`src/rtl/hazard_pkg.sv`:
```
`default_nettype none
// ============================================================================
//  Module      : hazard_pkg
//  Description : Shared types and constants for the D-stage hazard
//                scoreboard: the shadow-stage entry layout, the
//                forward-select encoding for the register file, and the
//                default MDU latencies.
//  Revision    : 1.0  initial release
// ============================================================================
package hazard_pkg;

    // Default field widths of one shadow-pipeline entry.
    localparam int HZ_REG_AW    = 5;
    localparam int HZ_TNEW_W    = 2;

    // A forward select of zero means "take the register file value".
    localparam int FWD_RF       = 0;

    // Default MDU busy periods in cycles.
    localparam int MULT_CYC_DEF = 5;
    localparam int DIV_CYC_DEF  = 10;

    // One in-flight instruction as seen by the hazard logic. The scoreboard
    // re-declares this layout locally with its own parameter widths; this
    // typedef is the default-width view for code outside the block.
    typedef struct packed {
        logic                 wr_en;
        logic [HZ_REG_AW-1:0] addr;
        logic [HZ_TNEW_W-1:0] tnew;
    } stage_entry_t;

endpackage
`default_nettype wire

```
`src/rtl/md_busy_timer.sv`:
```
`default_nettype none
// ============================================================================
//  Module      : md_busy_timer
//  Description : Multiply/divide unit busy countdown. Loads the mult or div
//                latency when an MDU op leaves D, then counts down to zero
//                and holds. busy is derived from the registered count only.
//  Revision    : 1.0  initial release
// ============================================================================
module md_busy_timer
    import hazard_pkg::*;
#(
    parameter int CNT_W    = 4,
    parameter int MULT_CYC = MULT_CYC_DEF,
    parameter int DIV_CYC  = DIV_CYC_DEF
) (
    input  logic clk,
    input  logic reset,
    input  logic load,
    input  logic is_div,
    output logic busy
);

    logic [CNT_W-1:0] md_cnt;

    // Countdown register: load on issue, otherwise decrement and stick at 0.
    always_ff @(posedge clk or negedge reset) begin
        if (!reset) begin
            md_cnt <= '0;
        end else if (load) begin
            md_cnt <= is_div ? CNT_W'(DIV_CYC) : CNT_W'(MULT_CYC);
        end else if (md_cnt != '0) begin
            md_cnt <= md_cnt - CNT_W'(1);
        end
    end

    assign busy = (md_cnt != '0);

endmodule
`default_nettype wire

```
`src/rtl/hazard_scoreboard.sv`:
```
`default_nettype none
// ============================================================================
//  Module      : hazard_scoreboard
//  Description : Parametrised D-stage hazard unit. Keeps a shadow pipeline of
//                {wr_en, addr, tnew} for every in-flight instruction, finds
//                the youngest producer of each D source, and generates a
//                zero-latency stall plus D-stage forward selects. Also gates
//                MDU ops on an internal busy timer.
//                Optional macro HAZARD_STALL_CNT_EN adds a 32-bit stall_cnt
//                output counting stalled cycles.
//  Revision    : 1.0  initial release
// ============================================================================
module hazard_scoreboard
    import hazard_pkg::*;
#(
    parameter int REG_AW   = HZ_REG_AW,
    parameter int TNEW_W   = HZ_TNEW_W,
    parameter int NSTAGE   = 3,
    parameter int MULT_CYC = MULT_CYC_DEF,
    parameter int DIV_CYC  = DIV_CYC_DEF,
    parameter int CNT_W    = 4,
    parameter int SEL_W    = $clog2(NSTAGE + 1)
) (
    input  logic              clk,
    input  logic              reset,
    input  logic              d_valid,
    input  logic [REG_AW-1:0] d_rs,
    input  logic [REG_AW-1:0] d_rt,
    input  logic [TNEW_W-1:0] d_tuse_rs,
    input  logic [TNEW_W-1:0] d_tuse_rt,
    input  logic              d_wr_en,
    input  logic [REG_AW-1:0] d_wr_addr,
    input  logic [TNEW_W-1:0] d_tnew,
    input  logic              d_md_use,
    input  logic              d_md_start,
    input  logic              d_md_div,
    output logic              stall,
    output logic [SEL_W-1:0]  fwd_rs_sel,
    output logic [SEL_W-1:0]  fwd_rt_sel,
    output logic              md_busy
`ifdef HAZARD_STALL_CNT_EN
    ,
    output logic [31:0]       stall_cnt
`endif
);

    typedef struct packed {
        logic              wr_en;
        logic [REG_AW-1:0] addr;
        logic [TNEW_W-1:0] tnew;
    } entry_t;

    // Saturating one-cycle ageing of a T_new value.
    function automatic logic [TNEW_W-1:0] age_tnew(input logic [TNEW_W-1:0] t);
        return (t == '0) ? '0 : t - TNEW_W'(1);
    endfunction

    entry_t            stage_q [1:NSTAGE];
    logic [NSTAGE:1]   rs_hit;
    logic [NSTAGE:1]   rt_hit;

    logic              rs_found;
    logic              rt_found;
    logic [SEL_W-1:0]  rs_idx;
    logic [SEL_W-1:0]  rt_idx;
    logic [TNEW_W-1:0] rs_tnew;
    logic [TNEW_W-1:0] rt_tnew;

    logic              rs_stall;
    logic              rt_stall;
    logic              md_stall;
    logic              md_load;

    // Shadow pipeline: stage 1 takes D (or a bubble), older stages always age.
    always_ff @(posedge clk or negedge reset) begin
        if (!reset) begin
            for (int k = 1; k <= NSTAGE; k++) begin
                stage_q[k] <= '0;
            end
        end else begin
            if (stall || !d_valid) begin
                stage_q[1] <= '0;
            end else begin
                stage_q[1] <= '{wr_en: d_wr_en, addr: d_wr_addr, tnew: d_tnew};
            end
            for (int k = 2; k <= NSTAGE; k++) begin
                stage_q[k] <= '{wr_en: stage_q[k-1].wr_en,
                                addr:  stage_q[k-1].addr,
                                tnew:  age_tnew(stage_q[k-1].tnew)};
            end
        end
    end

    // Per-stage producer match; $0 is hard-wired and never has a producer.
    for (genvar k = 1; k <= NSTAGE; k++) begin : g_match
        assign rs_hit[k] = stage_q[k].wr_en && (stage_q[k].addr == d_rs) && (d_rs != '0);
        assign rt_hit[k] = stage_q[k].wr_en && (stage_q[k].addr == d_rt) && (d_rt != '0);
    end

    // Youngest-match priority: scan oldest to youngest so the lowest k wins.
    always_comb begin
        rs_found = 1'b0;
        rt_found = 1'b0;
        rs_idx   = SEL_W'(FWD_RF);
        rt_idx   = SEL_W'(FWD_RF);
        rs_tnew  = '0;
        rt_tnew  = '0;
        for (int k = NSTAGE; k >= 1; k--) begin
            if (rs_hit[k]) begin
                rs_found = 1'b1;
                rs_idx   = SEL_W'(k);
                rs_tnew  = stage_q[k].tnew;
            end
            if (rt_hit[k]) begin
                rt_found = 1'b1;
                rt_idx   = SEL_W'(k);
                rt_tnew  = stage_q[k].tnew;
            end
        end
    end

    // Stall decision and forward selects; a not-yet-ready producer is left
    // to the downstream forwarding path, so the D select stays at RF.
    always_comb begin
        rs_stall   = rs_found && (d_tuse_rs < rs_tnew);
        rt_stall   = rt_found && (d_tuse_rt < rt_tnew);
        md_stall   = d_valid && d_md_use && md_busy;
        stall      = d_valid && (rs_stall || rt_stall || md_stall);
        fwd_rs_sel = (rs_found && (rs_tnew == '0)) ? rs_idx : SEL_W'(FWD_RF);
        fwd_rt_sel = (rt_found && (rt_tnew == '0)) ? rt_idx : SEL_W'(FWD_RF);
        md_load    = d_valid && d_md_start && !stall;
    end

    md_busy_timer #(
        .CNT_W    (CNT_W),
        .MULT_CYC (MULT_CYC),
        .DIV_CYC  (DIV_CYC)
    ) u_md_busy_timer (
        .clk    (clk),
        .reset  (reset),
        .load   (md_load),
        .is_div (d_md_div),
        .busy   (md_busy)
    );

`ifdef HAZARD_STALL_CNT_EN
    // Free-running count of stalled cycles, wrapping at 2^32.
    always_ff @(posedge clk or negedge reset) begin
        if (!reset) begin
            stall_cnt <= '0;
        end else if (stall) begin
            stall_cnt <= stall_cnt + 32'd1;
        end
    end
`endif

endmodule
`default_nettype wire

```
`config.mk`:
```
export PLATFORM = sky130hd
export DESIGN_NAME = hazard_scoreboard
export DESIGN_NICKNAME = d
export VERILOG_FILES = /design/src/rtl/hazard_pkg.sv /design/src/rtl/md_busy_timer.sv /design/src/rtl/hazard_scoreboard.sv
export SDC_FILE = /design/constraint.sdc
export NUM_CORES = 1
export LEC_CHECK = 0
export ABC_AREA = 1
export BUFFER_PORTS_ARGS = -buffer_cell sky130_fd_sc_hd__buf_4
export CAP_MARGIN = 40
export CORE_UTILIZATION = 45
export DETAILED_ROUTE_END_ITERATION = 16
export GPL_ROUTABILITY_DRIVEN = 0
export PLACE_DENSITY = 0.76
export SYNTH_ARGS = -nofsm -noshare
export SYNTH_HDL_FRONTEND = slang
export SYNTH_SLANG_ARGS = --single-unit
```
`constraint.sdc`:
```
create_clock -name clk -period 2.1 [get_ports clk]
set_input_delay 0.21 -clock clk [delete_from_list [all_inputs] [get_ports clk]]
set_output_delay 0.21 -clock clk [all_outputs]
set_load 0.03 [all_outputs]
```
# Yosys cells after proc, flatten, opt, wreduce, memory -nomap -nowiden
# Cells that the tools add are included.
# totals
ff_bits	28
inputBits	28
out_inout_bits	6
elab_cells	81
# op_classes
addsub	3
order_cmp	2
eq_ne	6
mux	26
reduce_logical	34
# ops
op	count
2-to-1 mux 2 bit	16
equality test 5 bit	6
logical AND 1 bit	21
2-to-1 mux 4 bit	3
nonzero test 5 bit	2
zero test 2 bit	4
2-to-1 mux 8 bit	1
2-to-1 mux 1 bit	6
< comparator 2 bit	2
nonzero test 4 bit	1
subtractor 2 x 1 -> 2 bit (second input constant)	2
subtractor 4 x 1 -> 4 bit (second input constant)	1
logical OR 1 bit	3
zero test 1 bit	2
nonzero test 2 bit	1

# Depth between registers and ports, before layout
# Gate-level depths: netlist (run 1).
# depth
ltp_word	14
depth_mapped	21
ltp_nobuf	21

# Modules after synthesis
# From an unflattened synthesis (run 1), not the netlist that was laid out.
# hier_totals
cells_unflattened	264
area_unflattened_um2	1785.5
# modules_own_cells
module	instances	cells_each	area_each_um2	seq_area_each_um2
hazard_scoreboard	1	233	1539.0	600.6
md_busy_timer	1	31	246.5	100.1

# Worst setup path before layout (run 1)
# No wires, ideal clock.
# synth_timing
kind	reg-to-output
startpoint	reg stage_q[12] in the netlist's numbering
endpoint	out fwd_rt_sel[1]
arrival_ps	1878
required_ps	1890
setup_slack_ps	12
path_stages_with_launch	10
n_path_buf	0
path_cell_list	dfrtp_1 -> xnor2_1 -> nand2_1 -> nor2_2 -> nand2_1 -> nand3_1 -> o211ai_1 -> o21ai_0 -> nand3_1 -> nor3_1
# synth_between
elab_chain_cells	8
# synth_rtl
item	line	text
start, declared	hazard_scoreboard.sv:58	entry_t stage_q [1:NSTAGE];
start signal, assigned by index	hazard_scoreboard.sv:87	stage_q[k] <= '{wr_en: stage_q[k-1].wr_en,
equality test 5 bit (*)	hazard_scoreboard.sv:97	assign rt_hit[k] = stage_q[k].wr_en && (stage_q[k].addr == d_rt) && (d_rt != '0);
logical AND 1 bit (*) (2 in series)	hazard_scoreboard.sv:97	
2-to-1 mux 2 bit (2 in series)	hazard_scoreboard.sv:114	if (rt_hit[k]) begin
zero test 2 bit	hazard_scoreboard.sv:130	fwd_rt_sel = (rt_found && (rt_tnew == '0)) ? rt_idx : SEL_W'(FWD_RF);
logical AND 1 bit	hazard_scoreboard.sv:130	
2-to-1 mux 2 bit (*)	hazard_scoreboard.sv:130	
end, declared	hazard_scoreboard.sv:39	output logic [SEL_W-1:0] fwd_rt_sel,
# Mark *: on every way between the ends. The rest lies on a longest branch, timed or not.

# Worst setup path after layout (run 1)
# layout_timing
startpoint	reg stage_q[13] in the netlist's numbering
endpoint	out stall
# layout_between
elab_chain_cells	10
# layout_rtl
item	line	text
equality test 5 bit, on equally long branches	hazard_scoreboard.sv:96, hazard_scoreboard.sv:97	
logical AND 1 bit, on equally long branches (2 in series)	hazard_scoreboard.sv:96, hazard_scoreboard.sv:97	
2-to-1 mux 2 bit, on equally long branches (2 in series)	hazard_scoreboard.sv:109, hazard_scoreboard.sv:114	
< comparator 2 bit, on equally long branches	hazard_scoreboard.sv:125, hazard_scoreboard.sv:126	
logical AND 1 bit, on equally long branches	hazard_scoreboard.sv:125, hazard_scoreboard.sv:126	
logical OR 1 bit (*) (2 in series)	hazard_scoreboard.sv:128	stall = d_valid && (rs_stall || rt_stall || md_stall);
logical AND 1 bit (*)	hazard_scoreboard.sv:128	
end, declared	hazard_scoreboard.sv:37	output logic stall,
# Marks and branches as above.

==> flow_metrics.env, run 1 <==
export IMPL_core_mm2=0.003799
export IMPL_start_util_pct=48.78
export IMPL_hold_viol_final=0
export IMPL_cts_tree="done"
export IMPL_timing_rr_end="u_md_busy_timer.md_cnt[1]"
export IMPL_track_usage_pct=20.81
export IMPL_worst_pin_slew_ns=0.3544
export IMPL_max_stage_delay_ns=0.42
export IMPL_die_area_mm2=0.004378
export IMPL_start_kind="flop"
export IMPL_initialDrtViolationCount=101
export IMPL_dp_hpwl_um=3294
export IMPL_wire_per_inst_um=11.24
export IMPL_startpoint="stage_q[13]"
export IMPL_skew_ns=0.001059
export IMPL_fin_area_mm2=0.002534
export IMPL_worstHoldPathType="in -> reg"
export IMPL_cts_buffers_inserted=3
export IMPL_via_count=1812
export IMPL_finalWorstSetupSlack_ns=-0.3382
export IMPL_yosysWarnings=0
export IMPL_finalNonFillerCells=377
export IMPL_power_density_mw_per_mm2=639.9
export IMPL_p_leak_nw=1.363
export IMPL_status="finished with violations"
export IMPL_grt_pass1_wl_um=6955
export IMPL_syn_avg_cell_area_um2=6.738
export IMPL_timing_hold_ws_ns=0.1527
export IMPL_fin_crit_ns=2.438
export IMPL_drcViolationCount=0
export IMPL_slew_headroom_pct=76.37
export IMPL_setup_viol=9
export IMPL_n_fill_cell=328
export IMPL_worst_setup_path_end_kind="output pin"
export IMPL_syn2layout_area_growth_pct=36.73
export IMPL_htreeDepth=1
export IMPL_cp_top_family="simple AND/OR/NAND/NOR gates"
export IMPL_reg2reg_depth=17
export IMPL_syn_nets=307
export IMPL_dieHeight_um=66.17
export IMPL_drive_above_1_share_pct=36.47
export IMPL_path_cells="nor2_1, nor2_1, nand2_1, nor2_2, nand2_2, o211ai_1, o21ai_1, ha_1, nand2_1, nand2_2, nand3_2, nand2_4, inv_2, buf_6"
export IMPL_insertedDiodeCount=0
export IMPL_period_share_pct=116.1
export IMPL_ys_seq_elements=28
export IMPL_crit_fanout=4
export IMPL_overflow=0
export IMPL_routed_wl_um=4239
export IMPL_syn_area_mm2=0.001853
export IMPL_ir_drop_mv=0.5656
export IMPL_critPathCapture="stall"
export IMPL_fmax_mhz=410.1
export IMPL_synth_cells=275
export IMPL_clkLatencyLatePin_ns=0.27
export IMPL_numPortBuffers=33
export IMPL_critPathSlowestCell="dfrtp_2"
export IMPL_cts_sinks=28
export IMPL_crit_required_ns=1.89
export IMPL_timing_rr_start="stage_q[13]"
export IMPL_seq_area_frac_synth_pct=37.81
export IMPL_antenna_found_initial=0
export IMPL_fin_tns_setup_ns=-1.147
export IMPL_synth_distinct_cells=24
export IMPL_reg2reg_slack_ns=-0.16
export IMPL_die_x_um=66.17
export IMPL_cts_root_buf="clkbuf_8"
export IMPL_maxSlewViolCount=0
export IMPL_placed_area_mm2=0.002236
export IMPL_critical_path_class="reg -> out"
export IMPL_drt_vias_per_instance=4.806
export IMPL_hold_start="d_wr_addr[1]"
export IMPL_final_nets=362
export IMPL_dp_cells=366
export IMPL_crit_arrival_ns=2.23
export IMPL_drt_pass1_iter_count=4
export IMPL_clk_transition_reported_paths_ns=0.09
export IMPL_crit_buf_inv=2
export IMPL_grt_setup_unrepaired="yes"
export IMPL_rows=22
export IMPL_clock_path_buffers=2
export IMPL_ioPinCount=34
export IMPL_grt_max_degree=29
export IMPL_violations="setup timing"
export IMPL_grt_pass1_vias=1667
export IMPL_drv_cap=0
export IMPL_ant_nets=0
export IMPL_worst_path_stages=14
==> worst min path at each step <==
stage,cells after the start,endpoint,slack [ns]
2_1_floorplan,0,stage_q[0],-0.09
3_3_place_gp,1,stage_q[22],0.14
3_5_place_dp,1,stage_q[22],0.15
4_1_cts,3,stage_q[19],0.14
5_1_grt,3,stage_q[19],0.14
6_report,3,stage_q[19],0.15
==> Yosys cell counts (all sizes together) <==
| cell type | count | share of area (%) |
|---|---|---|
| nand2 | 100 | 22 |
| clkinv | 1 | 0.20 |
| or2 | 1 | 0.34 |
| xor2 | 2 | 0.95 |
| o211ai | 4 | 1.6 |
| ha | 4 | 2.7 |
| nor3 | 3 | 0.81 |
| inv | 57 | 12 |
| dfrtp | 28 | 38 |
| nand4 | 4 | 1.4 |
| nor2 | 35 | 8.7 |
| nand3 | 18 | 5.9 |
| a21oi | 8 | 2.6 |
| a21o | 1 | 0.41 |
| o21ai | 4 | 1.1 |
| xnor2 | 4 | 1.9 |
| and3 | 1 | 0.34 |
==> what timing repair did <==
action	in CTS	in global routing
pin swaps	3	17
gates resized for setup	15	34
buffers inserted	7	4
endpoints found under the hold margin	28	0
hold buffers	1	0
setup endpoints to repair	10	17
==> layout make-up <==
class                           instances  area, um2  area share [%]
Tap cell                               48      60.06           2.370
Clock inverter                          1      30.03           1.185
Multi-Input combinational cell        189       1090           43.01
Timing Repair Buffer                   50      392.9           15.51
Clock buffer                            3      41.29           1.630
Inverter                               58      217.7           8.593
Sequential cell                        28      701.9           27.70
==> state kept, by name, indices dropped and copies added (netlist names) <==
name	count
stage_q	24
u_md_busy_timer.md_cnt	4
==> logic make-up after synthesis <==
family / count (synthesis) / share of synthesized area, %
DFF: 28 / 37.81
buffers and inverters: 58 / 11.75
AOI/OAI and AO/OA: 17 / 5.672
and+or+nand+nor: 162 / 39.23
adders and majority gates: 4 / 2.701
xor gates and xnor gates: 6 / 2.836
==> layout by cell type (no fill, tap or decap), types with 2 or more instances in the layout <==
cell	Yosys	final
a21oi_1	6	4
a21oi_2	2	4
buf_4	0	45
buf_6	0	4
clkbuf_8	0	3
dfrtp_1	28	27
ha_1	4	3
inv_1	46	43
inv_2	11	14
nand2_1	91	85
nand2_2	8	12
nand2_4	1	3
nand3_1	14	11
nand3_2	4	6
nand4_1	4	4
nor2_1	27	17
nor2_2	6	10
nor2_4	2	8
nor3_2	0	2
o211ai_1	4	4
o21ai_2	0	2
xnor2_1	4	2
xnor2_2	0	2
xor2_1	2	2
==> where the power goes <==
part / internal (W) / switching [W] / total (W)
clock network: 0.000255 / 0.000167 / 0.000422
registers: 0.000610 / 0.0000667 / 0.000676
logic: 0.000233 / 0.000290 / 0.000522
==> per-layer routing <==
metal	GRT usage (%)	share of wire, %
met5	0	0
met1	28.26	45
met2	35.46	49
met3	2.241	5.5
met4	4.521	0.68
==> metrics by stage <==
step	setup slack, ns	power [W]	utilization [%]
detailed placement	-0.09958	0.001142	58.86
CTS	-0.3281	0.001578	63.70
finish	-0.3382	0.001621	66.70
global route	-0.4983	0.001744	66.70
global placement	-0.05495	0.001125	58.86
floorplan	0.01245	0.0009845	-
==> worst reg2reg max path, cell delays in order (launching register included) <==
cell	delay, ns
dfrtp_2	0.42
nor2_1	0.06
nor2_1	0.11
nand2_1	0.10
nor2_2	0.14
nand2_2	0.09
o211ai_1	0.15
o21ai_1	0.12
ha_1	0.30
nand2_1	0.08
nand2_2	0.06
nand3_2	0.09
nand2_4	0.06
buf_4	0.15
nand2_4	0.09
nand2_2	0.05
nand2_1	0.05
nand2_1	0.04
Power figures use the tool's default switching activity.
==> inputs of run 2 (changes only) <==
Settings changed: CELL_PAD_IN_SITES_DETAIL_PLACEMENT from default to 0, CELL_PAD_IN_SITES_GLOBAL_PLACEMENT from default to 2, CORE_UTILIZATION 45 to 27, PLACE_DENSITY 0.76 to 0.82.
==> flow_metrics.env, run 2 (synthesis results as in run 1) <==
export IMPL_regMostFlops="stage_q"
export IMPL_crit_required_ns=1.89
export IMPL_path_cells="a21oi_2, nand2_1, nor2_2, nand2_2, o211ai_1, o21ai_1, ha_2, nand2_2, nand2_2, nand3_2, nand2_4, inv_2, buf_6"
export IMPL_pwr_share_clk_pct=26.6
export IMPL_clkLatencyLatePin_ns=0.28
export IMPL_ant_nets=0
export IMPL_hold_depth=3
export IMPL_fmax_mhz=406.7
export IMPL_insertedDiodeCount=0
export IMPL_finalWorstSetupSlack_ns=-0.3587
export IMPL_mostFrequentLayoutCells="nand2_1 (86), buf_4 (47), inv_1 (40)"
export IMPL_reg2reg_depth=17
export IMPL_timing_rr_end="u_md_busy_timer.md_cnt[1]"
export IMPL_start_util_pct=28.53
export IMPL_die_x_um=84.85
export IMPL_start_kind="flop"
export IMPL_power_density_mw_per_mm2=617.3
export IMPL_status="finished with violations"
export IMPL_ir_drop_mv=0.4834
export IMPL_overflow=0
export IMPL_cp_top_family="simple AND/OR/NAND/NOR gates"
export IMPL_syn2layout_area_growth_pct=40.78
export IMPL_grt_pass1_wl_um=7590
export IMPL_hold_start="d_wr_en"
export IMPL_cts_sinks=28
export IMPL_antenna_found_initial=0
export IMPL_track_usage_pct=13.41
export IMPL_p_total_w=0.001610
export IMPL_grt_pass1_vias=1708
export IMPL_cts_buffers_inserted=3
export IMPL_numPortBuffers=33
export IMPL_finalNonFillerCells=410
export IMPL_drv_cap=0
export IMPL_internal_power_w=0.001096
export IMPL_drcViolationCount=0
export IMPL_drive_above_1_share_pct=38.14
export IMPL_cts_tree="done"
export IMPL_timing_hold_ws_ns=0.1611
export IMPL_drt_vias_per_instance=4.271
export IMPL_final_nets=366
export IMPL_routed_wl_um=4532
export IMPL_largest_register_ffs=24
export IMPL_rows=29
export IMPL_core_mm2=0.006495
export IMPL_dp_cells=400
export IMPL_via_count=1751
export IMPL_crit_buf_inv=2
export IMPL_worst_setup_path_end_kind="output pin"
export IMPL_dieHeight_um=84.85
export IMPL_p_comb_share_pct=31.6
export IMPL_wire_per_inst_um=11.05
export IMPL_drt_pass1_iter_count=4
export IMPL_crit_fanout=4
export IMPL_slew_headroom_pct=76.23
export IMPL_skew_ns=0.01546
export IMPL_path_common_cell="nand2_2"
export IMPL_dp_hpwl_um=3636
export IMPL_initialDrtViolationCount=55
export IMPL_worstHoldPathType="in -> reg"
export IMPL_setup_viol=17
export IMPL_sequentialPowerShare_pct=41.8
export IMPL_htreeDepth=1
export IMPL_ioPinCount=34
export IMPL_critical_path_class="reg -> out"
export IMPL_p_sw_w=0.0005147
export IMPL_period_share_pct=117.1
export IMPL_violations="setup timing"
export IMPL_top_regs="stage_q x24, u_md_busy_timer.md_cnt x4"
export IMPL_hold_viol_final=0
export IMPL_grt_max_degree=29
export IMPL_hold_end="stage_q[23]"
export IMPL_worst_pin_slew_ns=0.3565
export IMPL_max_stage_delay_ns=0.45
export IMPL_die_area_mm2=0.007199
export IMPL_cts_root_buf="clkbuf_8"
export IMPL_p_sw_share_pct=31.96
export IMPL_maxSlewViolCount=0
export IMPL_clk_transition_reported_paths_ns=0.10
export IMPL_critPathSlowestCell="dfrtp_2"
export IMPL_fin_crit_ns=2.459
export IMPL_grt_setup_unrepaired="yes"
export IMPL_timing_rr_start="stage_q[10]"
export IMPL_reg2reg_slack_ns=-0.14
export IMPL_p_leak_nw=1.375
export IMPL_clock_path_buffers=2
export IMPL_crit_arrival_ns=2.25
export IMPL_layout_commonest_cell="nand2_1"
run 2: cell types whose count changed in the layout (fill, tap and decap cells not counted), sizes merged:
| cell | delta |
|---|---|
| buf | +4 |
run 2: layout make-up:
cell class | count | area (um2)
clock inverters | 1 | 30.03
repair buffers | 54 | 439.2
clock buffers | 3 | 41.29
inverters | 58 | 217.7
multi-input cells | 189 | 1081
well taps | 77 | 96.34
fillers | 680 | 3886
flip-flops and latches | 28 | 703.2
run 2: per-stage QoR:
step           setup TNS, ns  instance area [um2]  setup WS [ns]  utilization [%]
2_1_floorplan              0                 1853        0.01245                -
3_3_place_gp         -0.8912                 2322        -0.1533            35.75
3_5_place_dp         -0.7175                 2322        -0.1355            35.75
4_1_cts               -1.057                 2500        -0.3573            38.49
5_1_grt               -3.800                 2609        -0.4973            40.17
6_report              -1.452                 2609        -0.3587            40.17
run 2: worst max path at each step:
stage	from	to	cells past startpoint
after CTS	stage_q[5]	stall	16
after global placement	stage_q[10]	stall	14
after detailed placement	stage_q[10]	stall	14
final	stage_q[10]	stall	13
after floorplan	stage_q[12]	fwd_rt_sel[1]	9
after global routing	stage_q[14]	stall	17
run 2: timing repair:
item,4_1_cts,5_1_grt
gates resized for setup,23,32
buffers inserted,6,2
hold buffers,1,0
setup endpoints to repair,17,17
pin swaps,16,21
hold endpoints to repair,28,0
run 2: power groups by stage:
stage	Clock, W	Combinational, W	Sequential [W]
4_1_cts	0.000439	0.000492	0.000672
5_1_grt	0.000459	0.000581	0.000684
3_3_place_gp	0	0.000470	0.000681
6_report	0.000428	0.000509	0.000673
2_1_floorplan	0	0.000321	0.000663
3_5_place_dp	0	0.000471	0.000682
run 2: routing by layer:
layer,up-vias,track usage [%],share of wire [%]
met5,-,0,0
met4,0,5.085,1.4
met1,780,17.97,49
li1,949,-,-
met2,18,22.69,48
met3,4,1.070,2.0
run 2: worst register-to-register path: stages (launching register included):
cell,delay (ns)
dfrtp_2,0.45
a21oi_2,0.14
nand2_1,0.08
nor2_2,0.16
nand2_2,0.09
o211ai_1,0.16
o21ai_1,0.11
ha_2,0.18
a21o_1,0.16
inv_2,0.05
nand2_2,0.06
nand3_2,0.08
nand2_4,0.05
buf_4,0.15
nand2_4,0.08
nand2_1,0.06
nand2_1,0.05
nand2_1,0.04
